==> src/rtl/mem_port_arbiter.sv <==
// mem_port_arbiter: shares one downstream memory port between an ICache
// (line reads only) and a DCache (line reads or word stores).
//
// Handshake: each requester raises its valid with stable request fields and
// holds it until the matching ready pulses for one cycle. Downstream,
// mem_req is held with stable mem_addr/mem_we/mem_wdata until mem_ack
// pulses for one cycle. mem_rdata is only meaningful while mem_ack is high.
//
// Build option: define ARB_ROUND_ROBIN_EN to break simultaneous-request ties
// in favour of the requester not granted last. Leave it undefined for fixed
// DCache priority; the last-grant register then does not exist.
//
// dbg_state exposes the FSM state (0 IDLE, 1 GRANT_I, 2 GRANT_D, 3 RELEASE).
module mem_port_arbiter #(
  parameter int ADDR_W = 32,
  parameter int LINE_W = 128,
  parameter int WORD_W = 32
) (
  input  logic              clk,
  input  logic              rst,
  // ICache port
  input  logic              i_valid,
  input  logic [ADDR_W-1:0] i_addr,
  output logic              i_ready,
  output logic [LINE_W-1:0] i_rdata,
  // DCache port
  input  logic              d_valid,
  input  logic              d_for_store,
  input  logic [ADDR_W-1:0] d_addr,
  input  logic [WORD_W-1:0] d_wdata,
  output logic              d_ready,
  output logic [LINE_W-1:0] d_rdata,
  // Downstream memory port
  output logic              mem_req,
  output logic              mem_we,
  output logic [ADDR_W-1:0] mem_addr,
  output logic [WORD_W-1:0] mem_wdata,
  input  logic              mem_ack,
  input  logic [LINE_W-1:0] mem_rdata,
  // Debug view of the FSM state
  output logic [1:0]        dbg_state
);

  typedef enum logic [1:0] {
    S_IDLE    = 2'd0,
    S_GRANT_I = 2'd1,
    S_GRANT_D = 2'd2,
    S_RELEASE = 2'd3
  } state_t;

  state_t              state_q, state_d;
  logic                mem_we_q, mem_we_d;
  logic [ADDR_W-1:0]   mem_addr_q, mem_addr_d;
  logic [WORD_W-1:0]   mem_wdata_q, mem_wdata_d;
  logic                pick_d;

`ifdef ARB_ROUND_ROBIN_EN
  // 0 = ICache was granted last, 1 = DCache was granted last.
  logic                last_d_q, last_d_d;

  // Tie goes to whoever was not served last; a lone request always wins.
  always_comb begin
    pick_d = d_valid;
    if (i_valid && d_valid) begin
      pick_d = ~last_d_q;
    end
  end
`else
  // Fixed priority: DCache wins whenever it is requesting.
  always_comb begin
    pick_d = d_valid;
  end
`endif

  // Next-state logic; request fields are captured only on the IDLE->GRANT
  // edge so the downstream request stays stable whatever the caches do.
  always_comb begin
    state_d     = state_q;
    mem_we_d    = mem_we_q;
    mem_addr_d  = mem_addr_q;
    mem_wdata_d = mem_wdata_q;
`ifdef ARB_ROUND_ROBIN_EN
    last_d_d    = last_d_q;
`endif
    case (state_q)
      S_IDLE: begin
        if (i_valid || d_valid) begin
          if (pick_d) begin
            state_d     = S_GRANT_D;
            mem_addr_d  = d_addr;
            mem_we_d    = d_for_store;
            mem_wdata_d = d_for_store ? d_wdata : '0;
`ifdef ARB_ROUND_ROBIN_EN
            last_d_d    = 1'b1;
`endif
          end else begin
            state_d     = S_GRANT_I;
            mem_addr_d  = i_addr;
            mem_we_d    = 1'b0;
            mem_wdata_d = '0;
`ifdef ARB_ROUND_ROBIN_EN
            last_d_d    = 1'b0;
`endif
          end
        end
      end
      S_GRANT_I, S_GRANT_D: begin
        if (mem_ack) begin
          state_d = S_RELEASE;
        end
      end
      // One dead cycle lets the served requester drop its valid before
      // arbitration looks again.
      S_RELEASE: begin
        state_d = S_IDLE;
      end
      default: begin
        state_d = S_IDLE;
      end
    endcase
  end

  // State and latched downstream request fields.
  always_ff @(posedge clk or posedge rst) begin
    if (rst) begin
      state_q     <= S_IDLE;
      mem_we_q    <= 1'b0;
      mem_addr_q  <= '0;
      mem_wdata_q <= '0;
    end else begin
      state_q     <= state_d;
      mem_we_q    <= mem_we_d;
      mem_addr_q  <= mem_addr_d;
      mem_wdata_q <= mem_wdata_d;
    end
  end

`ifdef ARB_ROUND_ROBIN_EN
  // Last-grant register, reset to ICache.
  always_ff @(posedge clk or posedge rst) begin
    if (rst) begin
      last_d_q <= 1'b0;
    end else begin
      last_d_q <= last_d_d;
    end
  end
`endif

  // Completion pulses follow mem_ack directly; acks outside GRANT are dropped.
  always_comb begin
    mem_req   = (state_q == S_GRANT_I) || (state_q == S_GRANT_D);
    mem_we    = mem_we_q;
    mem_addr  = mem_addr_q;
    mem_wdata = mem_wdata_q;
    i_ready   = mem_ack && (state_q == S_GRANT_I);
    d_ready   = mem_ack && (state_q == S_GRANT_D);
    i_rdata   = i_ready ? mem_rdata : '0;
    // A store returns no line, so the DCache sees zero data on its ready.
    d_rdata   = (d_ready && !mem_we_q) ? mem_rdata : '0;
    dbg_state = state_q;
  end

endmodule

==> config.mk <==
export PLATFORM = sky130hd
export DESIGN_NAME = mem_port_arbiter
export DESIGN_NICKNAME = d
export VERILOG_FILES = /design/src/rtl/mem_port_arbiter.sv
export SDC_FILE = /design/constraint.sdc
export NUM_CORES = 1
export LEC_CHECK = 0
export BUFFER_PORTS_ARGS = -buffer_cell sky130_fd_sc_hd__buf_4
export CAP_MARGIN = 40
export CORE_AREA = 8 8 209 211
export DETAILED_ROUTE_END_ITERATION = 6
export DIE_AREA = 0 0 217 219
export PLACE_DENSITY_LB_ADDON = 0.05
export SETUP_SLACK_MARGIN = 0.1
export SYNTH_ARGS = -nofsm -noshare
export SYNTH_HDL_FRONTEND = slang
export SYNTH_SLANG_ARGS = --single-unit
export TNS_END_PERCENT = 20
==> constraint.sdc <==
create_clock -name clk -period 2.5 [get_ports clk]
set_input_delay 0.375 -clock clk [delete_from_list [all_inputs] [get_ports clk]]
set_output_delay 0.375 -clock clk [all_outputs]
set_load 0.01 [all_outputs]
==> run metrics <==
antenna-violating nets left=0; TritonRoute pass-1 iters=4; Slew HR=53.5%; syn nets=768; Worst Path Required=2.12 ns; Post-Syn Area=4630 um2; synth top area cells=dfrtp_1 36%, and2_1 17%, and3_1 17%; Worst Path Max Fanout=9; clk sinks=67; CTS tree=done; slack of the worst reg-to-reg path=0.75 ns; Worst IR Drop VDD=0.317 mV; period utilization=95.3%; Area growth, synth to finish=115%; synth unique cells=24; CP endpoint kind=output pin; Adder-Cell Fraction of Synth Area=1.08%; outcome=complete, no violations; Synth top area share=36.2%; Vias=5913; # H-tree levels=3; global-route wire length before repair=49800 um; row cnt=74; max-slew violations=0; Critical R2R Launch=dbg_state[0]; pre-CTS setup slack=0.400 ns; multi-input logic area=2660 um2; Final setup viols=0; Compound-Gate Fraction of Synth Area=10.3%; predominant post-synthesis flop cell=dfrtp_1; largest net degree at the start of global routing=105; Core Footprint=40400 um2; YS warnings=0; setup tns final=0 ns; vias per cell=3.67; drt drc=0; antenna violations before repair=7; WL/cell=24.2 um; gr ovfl total=0; clock skew=0.00330 ns; Setup CP Type=flip-flop to output pin; final worst-path setup slack=0.118 ns; clk_lat worst skew=0.33 ns; Final GP Congestion=0.852; Reg clk slew, reported paths=0.05 ns; ys async rst share=100%; Syn Inst Count=534; Die X=217 um; Die H=219 um; Post-Syn Area per Cell=8.66 um2; Least-Margin Pin Slew=0.695 ns; startpoint class of the critical path=flip-flop; Leak Pwr=0.00571 uW; Max Cap Viol=0; IO Count=556; mux cell area share after synthesis=7.41%; layout cells sized above 1=56.3%; simple-gate area share of the yosys netlist=38.4%; placed insts=1574; DRT Wirelength=39000 um; worst r2r path cells=5; Pwr per Cell Area=869 nW/um2; Worst Hold Slack=0.127 ns; Hold Vio Cnt, Final=0; total of fill cells in the finished design=4517; Die ar.=47500 um2; EDFF count, synth=0; DPL Wire Length=31100 um; Hold WC Path Type=input pin to asynchronous set/reset pin; Post-Layout Cell Count=1610; vias in the first global route=6281; xor/xnor share of the synthesized area=0%; Starting Density=11.5%; CTS buffer count=9; nets@finish=1301; area leader, netlist=dfrtp_1; I/O Buffers=555; sequential cell area=1680 um2; Period minus WS final=2.38 ns; RR Endpoint=mem_addr[8]; f_max=0.420 GHz; critical path arrival=2.01 ns; DRT iter0 DRCs=202; largest family of logic cells by synthesized area=simple AND/OR/NAND/NOR gates; CTS Buffer Depth=2; Yosys reg bits=67; GRT Total Usage=14.4%; unrepaired setup endpoints after global routing=true; Seq/Total Area, Yosys=36.2%; clock root cell=clkbuf_16
-- stage by stage --
| step | cell area, um2 | power, uW | utilization, % |
|---|---|---|---|
| 6_report | 9950 | 8650 | 24.7 |
| 3_5_place_dp | 9380 | 7170 | 23.2 |
| 5_1_grt | 9950 | 9320 | 24.6 |
| 4_1_cts | 9690 | 8600 | 24.0 |
| 2_1_floorplan | 4630 | 4110 | - |
| 3_3_place_gp | 9380 | 7240 | 23.2 |
-- worst max path at each step --
stage	start	to	cells after the start
after global placement	mem_ack	d_rdata[21]	6
after CTS	dbg_state[0]	d_rdata[21]	7
after detailed placement	mem_ack	d_rdata[21]	6
after floorplan	rst	dbg_state[0]	1
final	dbg_state[0]	d_rdata[64]	8
after global routing	dbg_state[0]	d_rdata[53]	8
-- state kept, by name (all words and copies together), names as in the netlist --
signal	count
dbg_state	2
mem_wdata	32
mem_addr	32
mem_we	1
-- placed cells by master, fill, tap and decap left out --
| cell | count |
|---|---|
| inv_1 | 3 |
| buf_4 | 560 |
| nand2b_1 | 1 |
| and3_1 | 129 |
| clkbuf_8 | 1 |
| mux2i_1 | 32 |
| nor2b_1 | 1 |
| o21ai_1 | 10 |
| o21ai_0 | 23 |
| diode_2 | 9 |
| and2_4 | 1 |
| bufinv_16 | 2 |
| nor2_1 | 1 |
| and2b_4 | 2 |
| buf_12 | 10 |
| mux2_2 | 2 |
| o21ai_4 | 1 |
| buf_16 | 1 |
| ha_1 | 3 |
| clkbuf_16 | 14 |
| a21o_1 | 1 |
| dfrtp_1 | 67 |
| buf_6 | 5 |
| nand2_1 | 34 |
| clkinv_2 | 1 |
| and2_1 | 129 |
| a21oi_1 | 1 |
| a22o_1 | 32 |
| inv_2 | 1 |
| ha_2 | 1 |
-- report_power, final --
group	leakage (uW)	internal (uW)	switching [uW]
Clock	0.000150	882	468
Sequential	0.000859	1620	312
Combinational	0.00470	2650	2720
-- cells in the mapped netlist, types with 3 or more instances --
master,n
dfrtp_1,67
and3_1,129
o21ai_1,10
clkbuf_1,29
a22o_1,32
o21ai_0,23
clkbuf_2,12
inv_1,4
nand2_1,34
ha_1,4
buf_2,12
mux2i_1,32
and2_1,129
buf_4,4
buf_6,3
-- worst max-delay path, stage by stage, from the launching register on --
cell,delay (ns)
dfrtp_1,0.39
inv_1,0.10
ha_1,0.20
and2_4,0.15
and2b_4,0.19
buf_12,0.16
clkbuf_16,0.17
and2_1,0.17
buf_4,0.14
-- final cells by class --
| type | instances | share of cell area (%) |
|---|---|---|
| Timing Repair Buffer | 581 | 46.3 |
| Multi-Input combinational cell | 404 | 26.7 |
| Sequential cell | 67 | 16.8 |
| Tap cell | 532 | 6.69 |
| Clock buffer | 10 | 2.40 |
| Clock inverter | 3 | 0.654 |
| Antenna cell | 9 | 0.226 |
| Inverter | 4 | 0.151 |
-- logic make-up (layout without fill, tap and decap cells) --
family | Yosys count | in the layout
other cells | 0 | 9
flops | 67 | 67
simple gates | 297 | 298
mux | 34 | 34
buf+inv | 64 | 598
compound gates | 68 | 68
fa+ha+maj | 4 | 4
-- per-layer routing --
layer  global-route usage, %  up-vias  part of all wire [%]
met5                       0        -                     0
met4                    4.58        0                   1.7
met3                    6.43       27                   9.8
met2                    25.6      283                    51
met1                    15.2     2712                    37
li1                        -     2891                     -
-- repair_timing --
action / CTS / global route
gates resized for setup: 1 / 4
hold buffers: 0 / 0
setup buffers: 0 / 2
cloned: 0 / 12
setup endpoints to repair: 1 / 170
Power figures use the tool's default switching activity.
